[src/rtl/ahb_decoder_pkg.sv]
// Shared encodings and types for the AHB decoder stage and its default slave.
package ahb_decoder_pkg;

  // Width of the decoded address slice HADDR[31:10].
  localparam int ADDR_W = 22;

  localparam logic [1:0] HTRANS_IDLE   = 2'b00;
  localparam logic [1:0] HTRANS_BUSY   = 2'b01;
  localparam logic [1:0] HTRANS_NONSEQ = 2'b10;
  localparam logic [1:0] HTRANS_SEQ    = 2'b11;

  localparam logic [1:0] HRESP_OKAY  = 2'b00;
  localparam logic [1:0] HRESP_ERROR = 2'b01;

  typedef enum logic [1:0] {
    DS_IDLE = 2'b00,
    DS_ERR1 = 2'b01,
    DS_ERR2 = 2'b10
  } ds_state_e;

endpackage

[src/rtl/ahb_decoder_stage_param_err.sv]
// Default slave for unmapped or disabled regions.
// NONSEQ/SEQ transfers get a two-cycle ERROR response.
// Each error start records the faulting address and bumps a saturating counter.
module ahb_default_slave_err
  import ahb_decoder_pkg::*;
#(
  parameter int ERR_CNT_W = 8
) (
  input  logic                 HCLK,
  input  logic                 HRESETn,
  input  logic                 HREADYS,
  input  logic                 dft_sel,
  input  logic                 xfer_active,
  input  logic [ADDR_W-1:0]    decode_addr_dec,
  input  logic                 err_clr,
  output logic                 dft_ready,
  output logic [1:0]           dft_resp,
  output logic [ERR_CNT_W-1:0] err_count,
  output logic [ADDR_W-1:0]    err_addr
);

  ds_state_e              state_q, state_d;
  logic [ERR_CNT_W-1:0]   err_count_q, err_count_d;
  logic [ADDR_W-1:0]      err_addr_q, err_addr_d;
  logic                   accept;
  logic                   err_start;

  // Counter stops at all-ones rather than wrapping.
  function automatic logic [ERR_CNT_W-1:0] sat_inc(input logic [ERR_CNT_W-1:0] v);
    if (v == {ERR_CNT_W{1'b1}}) begin
      return v;
    end
    return v + ERR_CNT_W'(1);
  endfunction

  assign accept = dft_sel & HREADYS & xfer_active;

  // Next-state and response outputs; ERR1 always advances, other states wait on HREADYS.
  always_comb begin
    state_d   = state_q;
    err_start = 1'b0;
    dft_ready = 1'b1;
    dft_resp  = HRESP_OKAY;
    case (state_q)
      DS_IDLE: begin
        if (accept) begin
          state_d   = DS_ERR1;
          err_start = 1'b1;
        end
      end
      DS_ERR1: begin
        dft_ready = 1'b0;
        dft_resp  = HRESP_ERROR;
        state_d   = DS_ERR2;
      end
      DS_ERR2: begin
        dft_resp = HRESP_ERROR;
        if (accept) begin
          state_d   = DS_ERR1;
          err_start = 1'b1;
        end else if (HREADYS) begin
          state_d = DS_IDLE;
        end
      end
      default: state_d = DS_IDLE;
    endcase
  end

  // Error status update; clear wins over a same-cycle increment.
  always_comb begin
    err_count_d = err_count_q;
    err_addr_d  = err_addr_q;
    if (err_start) begin
      err_count_d = sat_inc(err_count_q);
      err_addr_d  = decode_addr_dec;
    end
    if (err_clr) begin
      err_count_d = '0;
    end
  end

  // State and status registers.
  always_ff @(posedge HCLK or negedge HRESETn) begin
    if (!HRESETn) begin
      state_q     <= DS_IDLE;
      err_count_q <= '0;
      err_addr_q  <= '0;
    end else begin
      state_q     <= state_d;
      err_count_q <= err_count_d;
      err_addr_q  <= err_addr_d;
    end
  end

  assign err_count = err_count_q;
  assign err_addr  = err_addr_q;

endmodule

[src/rtl/ahb_decoder_stage_param.sv]
// AHB decoder stage: maps the address phase onto one of NUM_PORTS output stages
// or the default slave, and returns the data-phase response from the port
// that owns the data phase.
module ahb_decoder_stage_param
  import ahb_decoder_pkg::*;
#(
  parameter int                            NUM_PORTS   = 4,
  parameter logic [NUM_PORTS*ADDR_W-1:0]   REGION_BASE = {NUM_PORTS{22'h0}},
  parameter logic [NUM_PORTS*ADDR_W-1:0]   REGION_MASK = {NUM_PORTS{22'h3FFFFF}},
  parameter int                            ERR_CNT_W   = 8
) (
  input  logic                    HCLK,
  input  logic                    HRESETn,
  input  logic                    HREADYS,
  input  logic                    sel_dec,
  input  logic [ADDR_W-1:0]       decode_addr_dec,
  input  logic [1:0]              trans_dec,
  input  logic [NUM_PORTS-1:0]    port_en,
  input  logic [NUM_PORTS-1:0]    active_port,
  input  logic [NUM_PORTS-1:0]    readyout_port,
  input  logic [2*NUM_PORTS-1:0]  resp_port,
  input  logic [32*NUM_PORTS-1:0] rdata_port,
  output logic [NUM_PORTS-1:0]    sel_port,
  output logic                    active_dec,
  output logic                    HREADYOUTS,
  output logic [1:0]              HRESPS,
  output logic [31:0]             HRDATAS,
  output logic [ERR_CNT_W-1:0]    err_count,
  output logic [ADDR_W-1:0]       err_addr,
  input  logic                    err_clr
);

  localparam int             PW      = $clog2(NUM_PORTS + 1);
  localparam logic [PW-1:0]  DFT_IDX = PW'(NUM_PORTS);

  logic [PW-1:0] dec_port;
  logic [PW-1:0] addr_out_port;
  logic [PW-1:0] data_out_port_q, data_out_port_d;
  logic          data_port_live;
  logic          dft_sel;
  logic          dft_ready;
  logic [1:0]    dft_resp;

  // Region decode; scanning downwards lets the lowest matching index win.
  always_comb begin
    dec_port = DFT_IDX;
    for (int i = NUM_PORTS - 1; i >= 0; i--) begin
      if (port_en[i] &&
          ((decode_addr_dec & REGION_MASK[i*ADDR_W +: ADDR_W]) ==
           (REGION_BASE[i*ADDR_W +: ADDR_W] & REGION_MASK[i*ADDR_W +: ADDR_W]))) begin
        dec_port = PW'(i);
      end
    end
  end

  // On IDLE, stay on the data-phase port (if still a live port) to avoid needless switching.
  always_comb begin
    data_port_live = 1'b0;
    for (int i = 0; i < NUM_PORTS; i++) begin
      if ((data_out_port_q == PW'(i)) && port_en[i]) begin
        data_port_live = 1'b1;
      end
    end
    addr_out_port = ((trans_dec == HTRANS_IDLE) && data_port_live) ? data_out_port_q : dec_port;
  end

  // One-hot selects and active flag of the address-phase target; default slave reads as active.
  always_comb begin
    sel_port   = '0;
    active_dec = 1'b1;
    for (int i = 0; i < NUM_PORTS; i++) begin
      if (addr_out_port == PW'(i)) begin
        sel_port[i] = sel_dec;
        active_dec  = active_port[i];
      end
    end
    dft_sel = sel_dec & (addr_out_port == DFT_IDX);
  end

  // Data-phase owner advances only when the current transfer completes.
  always_comb begin
    data_out_port_d = HREADYS ? addr_out_port : data_out_port_q;
  end

  // Data-phase owner register.
  always_ff @(posedge HCLK or negedge HRESETn) begin
    if (!HRESETn) begin
      data_out_port_q <= '0;
    end else begin
      data_out_port_q <= data_out_port_d;
    end
  end

  // Data-phase return mux; the default slave supplies zero read data.
  always_comb begin
    HREADYOUTS = dft_ready;
    HRESPS     = dft_resp;
    HRDATAS    = '0;
    for (int i = 0; i < NUM_PORTS; i++) begin
      if (data_out_port_q == PW'(i)) begin
        HREADYOUTS = readyout_port[i];
        HRESPS     = resp_port[i*2 +: 2];
        HRDATAS    = rdata_port[i*32 +: 32];
      end
    end
  end

  ahb_default_slave_err #(
    .ERR_CNT_W (ERR_CNT_W)
  ) u_dft (
    .HCLK            (HCLK),
    .HRESETn         (HRESETn),
    .HREADYS         (HREADYS),
    .dft_sel         (dft_sel),
    .xfer_active     (trans_dec[1]),
    .decode_addr_dec (decode_addr_dec),
    .err_clr         (err_clr),
    .dft_ready       (dft_ready),
    .dft_resp        (dft_resp),
    .err_count       (err_count),
    .err_addr        (err_addr)
  );

endmodule
[config.mk]
export PLATFORM = sky130hd
export DESIGN_NAME = ahb_decoder_stage_param
export DESIGN_NICKNAME = d
export VERILOG_FILES = /design/src/rtl/ahb_decoder_pkg.sv /design/src/rtl/ahb_decoder_stage_param_err.sv /design/src/rtl/ahb_decoder_stage_param.sv
export SDC_FILE = /design/constraint.sdc
export NUM_CORES = 1
export LEC_CHECK = 0
export CORE_MARGIN = 2
export CORE_UTILIZATION = 30
export CTS_BUF_LIST = sky130_fd_sc_hd__clkbuf_4 sky130_fd_sc_hd__clkbuf_8 sky130_fd_sc_hd__clkbuf_16
export CTS_CLUSTER_SIZE = 40
export DETAILED_ROUTE_END_ITERATION = 7
export DONT_BUFFER_PORTS = 1
export PLACE_DENSITY_LB_ADDON = 0.3
export SLEW_MARGIN = 30
export SYNTH_ARGS = -nofsm -noshare
export SYNTH_HDL_FRONTEND = slang
export SYNTH_HIERARCHICAL = 1
export SYNTH_SLANG_ARGS = --single-unit
[constraint.sdc]
create_clock -name HCLK -period 3.63 [get_ports HCLK]
set_input_delay 0.5445 -clock HCLK [delete_from_list [all_inputs] [get_ports HCLK]]
set_output_delay 0.5445 -clock HCLK [all_outputs]
set_load 0.01 [all_outputs]
---- Word-level counts from Yosys, hierarchy flattened ----
Cells that the tools add are included.
W data, S select, Z words.
cells by class
  add/subtract/negate cells ............... 1
  equal/unequal tests ..................... 13
  muxes and demuxes ....................... 42
  bitwise gates (word level) .............. 3
  reductions and logical operators ........ 19
operators with widths
  kind                   count
  $mux W32               4
  $mux W8                3
  $logic_not A22 Y1      1
  $mux W1                22
  $mux W3                5
  $mux W2                7
  $eq A3 B2 Y1 const B   4
  $logic_and A1 B1 Y1    9
  $add A8 B1 Y8 const B  1
  $eq A8 B8 Y1 const B   1
  $eq A3 B1 Y1 const B   2
  $logic_not A3 Y1       2
  $pmux W2 S3            1
  $logic_not A2 Y1       2
  $reduce_and A2 Y1      2
  $reduce_or A2 Y1       2
  $and A1 B1 Y1          3
  $eq A3 B3 Y1 const B   1
  $ne A3 B2 Y1 const B   1
  $ne A3 B3 Y1 const B   1
  $eq A2 B1 Y1 const B   1
  $eq A2 B2 Y1 const B   1
  $ne A2 B1 Y1 const B   1
  $reduce_bool A2 Y1     1
word-level totals
  register bits ........................... 35
  input port bits ......................... 177
  output and inout bits ................... 70
  logic and storage cells ................. 82

---- Depth between registers and ports, before layout ----
  word-level depth ........................ 18
  gate-level depth with buffers ........... 11

---- Cells and area by module ----
Netlist, hierarchy kept.
by module, submodules not included
  module                   instances  cells an instance  area each (µm²)  seq. area each (µm²)
  ahb_decoder_stage_param  1          141                1,524.0          75.1
  ahb_default_slave_err    1          158                1,465.2          800.8

---- Worst setup path before layout ----
OpenSTA, ideal clock, no wires.
  path kind ............................... in2reg
  start ................................... input decode_addr_dec[16]
  end ..................................... register u_dft.err_count_q[1], in the netlist u_dft/err_count[1]
  arrival ................................. 2,484 ps
  slack ................................... 1,017 ps
  stages .................................. 11
  cell sequence ........................... nor4_1 > nand4_1 > or2_1 > o41ai_4 > or2_1 > nor3_1 > o2111a_1 > buf_6 > o21ai_2 > mux2i_1 > nor2_1
between the ends
  word-level cells in the longest chain between the ends .. 15
  elaborated cells on any way between the ends .. 18
  classes of those cells .................. eq/ne (1); mux (7); bitwise (3); reduce/logical (7)
ends and longest elaborated chain
  what                                     RTL line                                                              RTL
  from (decl)                              ahb_decoder_stage_param.sv:16                                         input logic [ADDR_W-1:0] decode_addr_dec,
  $logic_not A22 Y1 (*)                    ahb_decoder_stage_param.sv:49                                         ((decode_addr_dec & REGION_MASK[i*ADDR_W +: ADDR_W]) ==
  $logic_and A1 B1 Y1                      ahb_decoder_stage_param.sv:48                                         if (port_en[i] &&
  $mux W3 (3 in a row)                     ahb_decoder_stage_param.sv:48
  $mux W3 (*)                              ahb_decoder_stage_param.sv:48
  $mux W3 (*)                              ahb_decoder_stage_param.sv:64                                         addr_out_port = ((trans_dec == HTRANS_IDLE) && data_port_live) ? data_out_port_q : dec_port;
  $eq A3 B3 Y1 (*)                         ahb_decoder_stage_param.sv:77                                         dft_sel = sel_dec & (addr_out_port == DFT_IDX);
  $and A1 B1 Y1 (*)                        ahb_decoder_stage_param.sv:77
  via dft_sel                              ahb_decoder_stage_param.sv:40                                         logic dft_sel;
  $and A1 B1 Y1 (*) (2 in a row)           ahb_decoder_stage_param_err.sv:36                                     assign accept = dft_sel & HREADYS & xfer_active;
  $mux W1 (*)                              ahb_decoder_stage_param_err.sv:46, ahb_decoder_stage_param_err.sv:58
  $mux W1 (*)                              -
  $reduce_bool A2 Y1 (no source line) (*)  -
  $reduce_and A2 Y1 (no source line) (*)   -
  to (signal assigned)                     ahb_decoder_stage_param_err.sv:90                                     err_count_q <= err_count_d;
  to (decl)                                ahb_decoder_stage_param_err.sv:23                                     logic [ERR_CNT_W-1:0] err_count_q, err_count_d;
Mark *: on every way through the listed nets, which the timed path passes. The rest lies on a longest branch.
A chain may end at the register's enable or synchronous reset.

---- Worst setup path in the final report ----
  start ................................... register data_out_port_q[0]
  end ..................................... output active_dec
between the ends
  word-level cells in the longest chain between the ends .. 13
  elaborated cells on any way between the ends .. 22
  classes of those cells .................. eq/ne (6); mux (9); reduce/logical (7)
ends and longest elaborated chain
  what                    RTL line                       RTL
  from (decl)             ahb_decoder_stage_param.sv:38  logic [PW-1:0] data_out_port_q, data_out_port_d;
  from (signal assigned)  ahb_decoder_stage_param.sv:90  data_out_port_q <= data_out_port_d;
  $logic_not A3 Y1        ahb_decoder_stage_param.sv:60  if ((data_out_port_q == PW'(i)) && port_en[i]) begin
  $logic_and A1 B1 Y1     ahb_decoder_stage_param.sv:60
  $mux W1 (4 in a row)    ahb_decoder_stage_param.sv:60
  $logic_and A1 B1 Y1     ahb_decoder_stage_param.sv:64
  $mux W3 (*)             ahb_decoder_stage_param.sv:64
  $logic_not A3 Y1        ahb_decoder_stage_param.sv:72  if (addr_out_port == PW'(i)) begin
  $mux W1 (3 in a row)    ahb_decoder_stage_param.sv:72
  $mux W1 (*)             ahb_decoder_stage_param.sv:72
  to (decl)               ahb_decoder_stage_param.sv:24  output logic active_dec,
Every way passes the cells marked *; elsewhere a longest branch is shown, timed or not.

==> results_dict.tcl <==
set metrics [dict create \
    min_period_ns 3.03 \
    multi_input_area_mm2 0.00199 \
    postCtsSetupBuffers 0 \
    critical_path.reg2reg.startpoint "data_out_port_q[0]" \
    dieWidth_um 104 \
    gpl_congestion 0.881 \
    drive_gt1_share_pct 21.8 \
    post_synth_instance_area_mm2 0.00299 \
    setup_total_negative_slack_ns 0 \
    cp-end-kind "primary output" \
    finalInstanceArea_mm2 0.00320 \
    worst_setup_hold_path_clk_slew_ns 0.07 \
    ys_async_sr_fraction_pct 100 \
    timing_worst_setup_path_type "register to primary output" \
    initial_core_util_pct 30.7 \
    cts_root_buffer "clkbuf_8" \
    grt_setup_unrepaired "no" \
    top_cell_type_by_total_area_after_synthesis "dfrtp_1" \
    fin_worst_skew_ns 0.00985 \
    worst_slew_pin_slew_ns 0.621 \
    htree_levels 2 \
    drt_iter0_drc 109 \
    grt_antenna_before_repair 1 \
    post-route-drc-count 0 \
    run_status "complete, no violations" \
    nNetsFinal 476 \
    detailed_place_hpwl_um 7830 \
    critical_path_arrival_ns 2.49 \
    hp-class "input port to asynchronous set/reset pin" \
    die_y_um 104 \
    synthDominantCellAreaShare_pct 29.3 \
    syn-num-nets 483 \
    ctsLongestPathBuffers 2 \
    cap_viol_max_count 0 \
    fp.coreArea_mm2 0.00973 \
    leakage_nw 1.23 \
    commonest_cells_after_routing_fill_and_taps_aside "nand2_1, nor2b_1, mux4_2, dfrtp_1, nor2_1" \
    io_buffer_count 0 \
    ant_nets 0 \
    vias_after_detailed_routing 2365 \
    synth_area_per_cell_um2 10.0 \
    syn-instance-count 299 \
    min_period_over_period_pct 83.6 \
    detailedRoute.firstPassIterationCount 4 \
    core.rowCount 36 \
    synth-main-ff-cell "dfrtp_1" \
    synth_area_leaders "dfrtp_1, mux4_2, nand2_1" \
    pin_count 247 \
    maxSlewViolCount 0 \
    synth_cell_types 46 \
    worst_ep_required_time_ns 3.09 \
    synth-warning-count 6 \
    setup.worst_path.start "data_out_port_q[0]" \
    cp_max_fo 16 \
    hold_violations 0 \
    drt-wirelength-per-cell_um 22.4 \
    pin_count_of_the_biggest_net_entering_global_routing 43 \
    avgViaCountPerCell 5.54 \
    die_outline_area_mm2 0.0108 \
    max_freq_mhz 330 \
    placement.cell_area_mm2 0.00309 \
    fillCellCount 1034 \
    mostFrequentLayoutCell "nand2_1" \
    detail_route.wirelength_um 9550 \
    cts_inserted_buffers 5 \
    cp-start-kind "register" \
    synth-edff-count 0 \
    postSynthRegisterBits 35 \
    cts.sinks 35 \
    grt_pass1_wl_um 14300 \
    powerDensity_mw_per_mm2 411 \
    clk_latency_ns 0.29 \
    area_growth_syn_to_layout_pct 7.16 \
    slew_headroom_pct 58.6 \
    synth_sequential_area_ratio_pct 29.3 \
    seqCellArea_um2 878 \
    grt_remaining_overflow 0 \
    worst_ir_drop_vdd_uv 289 \
    clock_tree_from_tritoncts "yes" \
    first_global_vias 2456 \
    setup_viol_count_final 0 \
    grtUsageTotal_pct 17.0 \
]
critical path, cell delays in order (launching register included):
cell      delay (ns)
dfrtp_2         0.38
buf_4           0.29
mux4_2          0.38
and2_4          0.21
nor4_4          0.28
a21oi_2         0.12
mux2i_1         0.17
o211ai_1        0.38
through the flow:
stage          hold slack (ns)  total power [mW]  utilization [%]  std cells  setup slack, ns
2_1_floorplan            0.249             0.954                -        299             1.02
3_3_place_gp             0.250              1.03             31.8        417            0.749
3_5_place_dp             0.250              1.03             31.8        417            0.642
4_1_cts                 0.0838              1.34             32.9        426            0.561
5_1_grt                 0.0815              1.41             32.9        427            0.420
6_report                0.0796              1.32             32.9        427            0.596
routing by layer:
layer / wire (um) / up-vias / GRT usage (%)
li1: - / 1065 / -
met1: 3560 / 1140 / 18.7
met2: 4610 / 147 / 28.7
met3: 1200 / 13 / 8.62
met4: 176 / 0 / 5.31
met5: 0 / - / 0
kinds of logic (layout without fill, tap and decap cells):
group,count (synthesis),after routing,share of synthesized area (%)
xor gates and xnor gates,4,4,1.17
AOI/OAI and AO/OA,26,26,7.07
and+or+nand+nor,158,158,25.9
DFF,35,35,29.3
adders and majority gates,7,7,2.93
buffers and inverters,25,19,4.23
muxes,43,43,29.3
other,1,2,0.125
what timing repair did:
| action | in CTS | in global routing |
|---|---|---|
| endpoints found under the hold margin | 35 | 0 |
| hold buffers | 1 | 0 |
| gates resized for setup | 0 | 0 |
Yosys cell counts, types with 2 or more instances:
library cell,instances
a211oi_1,3
a21oi_1,5
a31oi_1,2
and3_1,2
buf_2,8
buf_4,2
buf_6,2
clkbuf_1,8
dfrtp_1,35
ha_1,7
inv_1,4
mux2_2,4
mux2i_1,3
mux4_2,35
nand2_1,72
nand3_1,3
nand4_1,2
nor2_1,22
nor2b_1,36
nor3_1,5
nor4_1,6
o211ai_1,4
o21a_1,2
or2_1,2
xor2_1,4
worst paths after layout:
| path | endpoint | slack (ns) | cells past startpoint |
|---|---|---|---|
| worst max-delay path | active_dec | 0.60 | 7 |
| worst min-delay path | u_dft/state_q[1] | 0.08 | 1 |
| worst max register to register | u_dft/err_count[6] | 0.96 | 8 |
| worst min register to register | u_dft/err_addr[15] | 0.55 | 2 |
| max in group asynchronous | data_out_port_q[1] | 3.35 | 1 |
| min in group HCLK | u_dft/err_count[6] | 0.31 | 1 |
area by class of cell:
cell class | instances | area share, %
Sequential cell | 35 | 27.4
Timing Repair Buffer | 7 | 2.03
Antenna cell | 1 | 0.0781
Inverter | 4 | 0.469
Multi-Input combinational cell | 239 | 62.0
Tap cell | 133 | 5.20
Clock inverter | 1 | 0.156
Clock buffer | 7 | 2.62
state kept, by name (all words and copies together), names as in the netlist:
signal	flops
data_out_port_q	3
u_dft/err_addr	22
u_dft/err_count	8
u_dft/state_q	2
power by group:
group / leakage [nW] / total [mW] / internal [mW] / switching, mW
clock network: 0.0491 / 0.284 / 0.150 / 0.135
logic: 0.736 / 0.336 / 0.165 / 0.172
registers: 0.444 / 0.696 / 0.526 / 0.170
total: 1.23 / 1.32 / 0.840 / 0.476
Note: power is estimated with default switching activity, not from simulation.
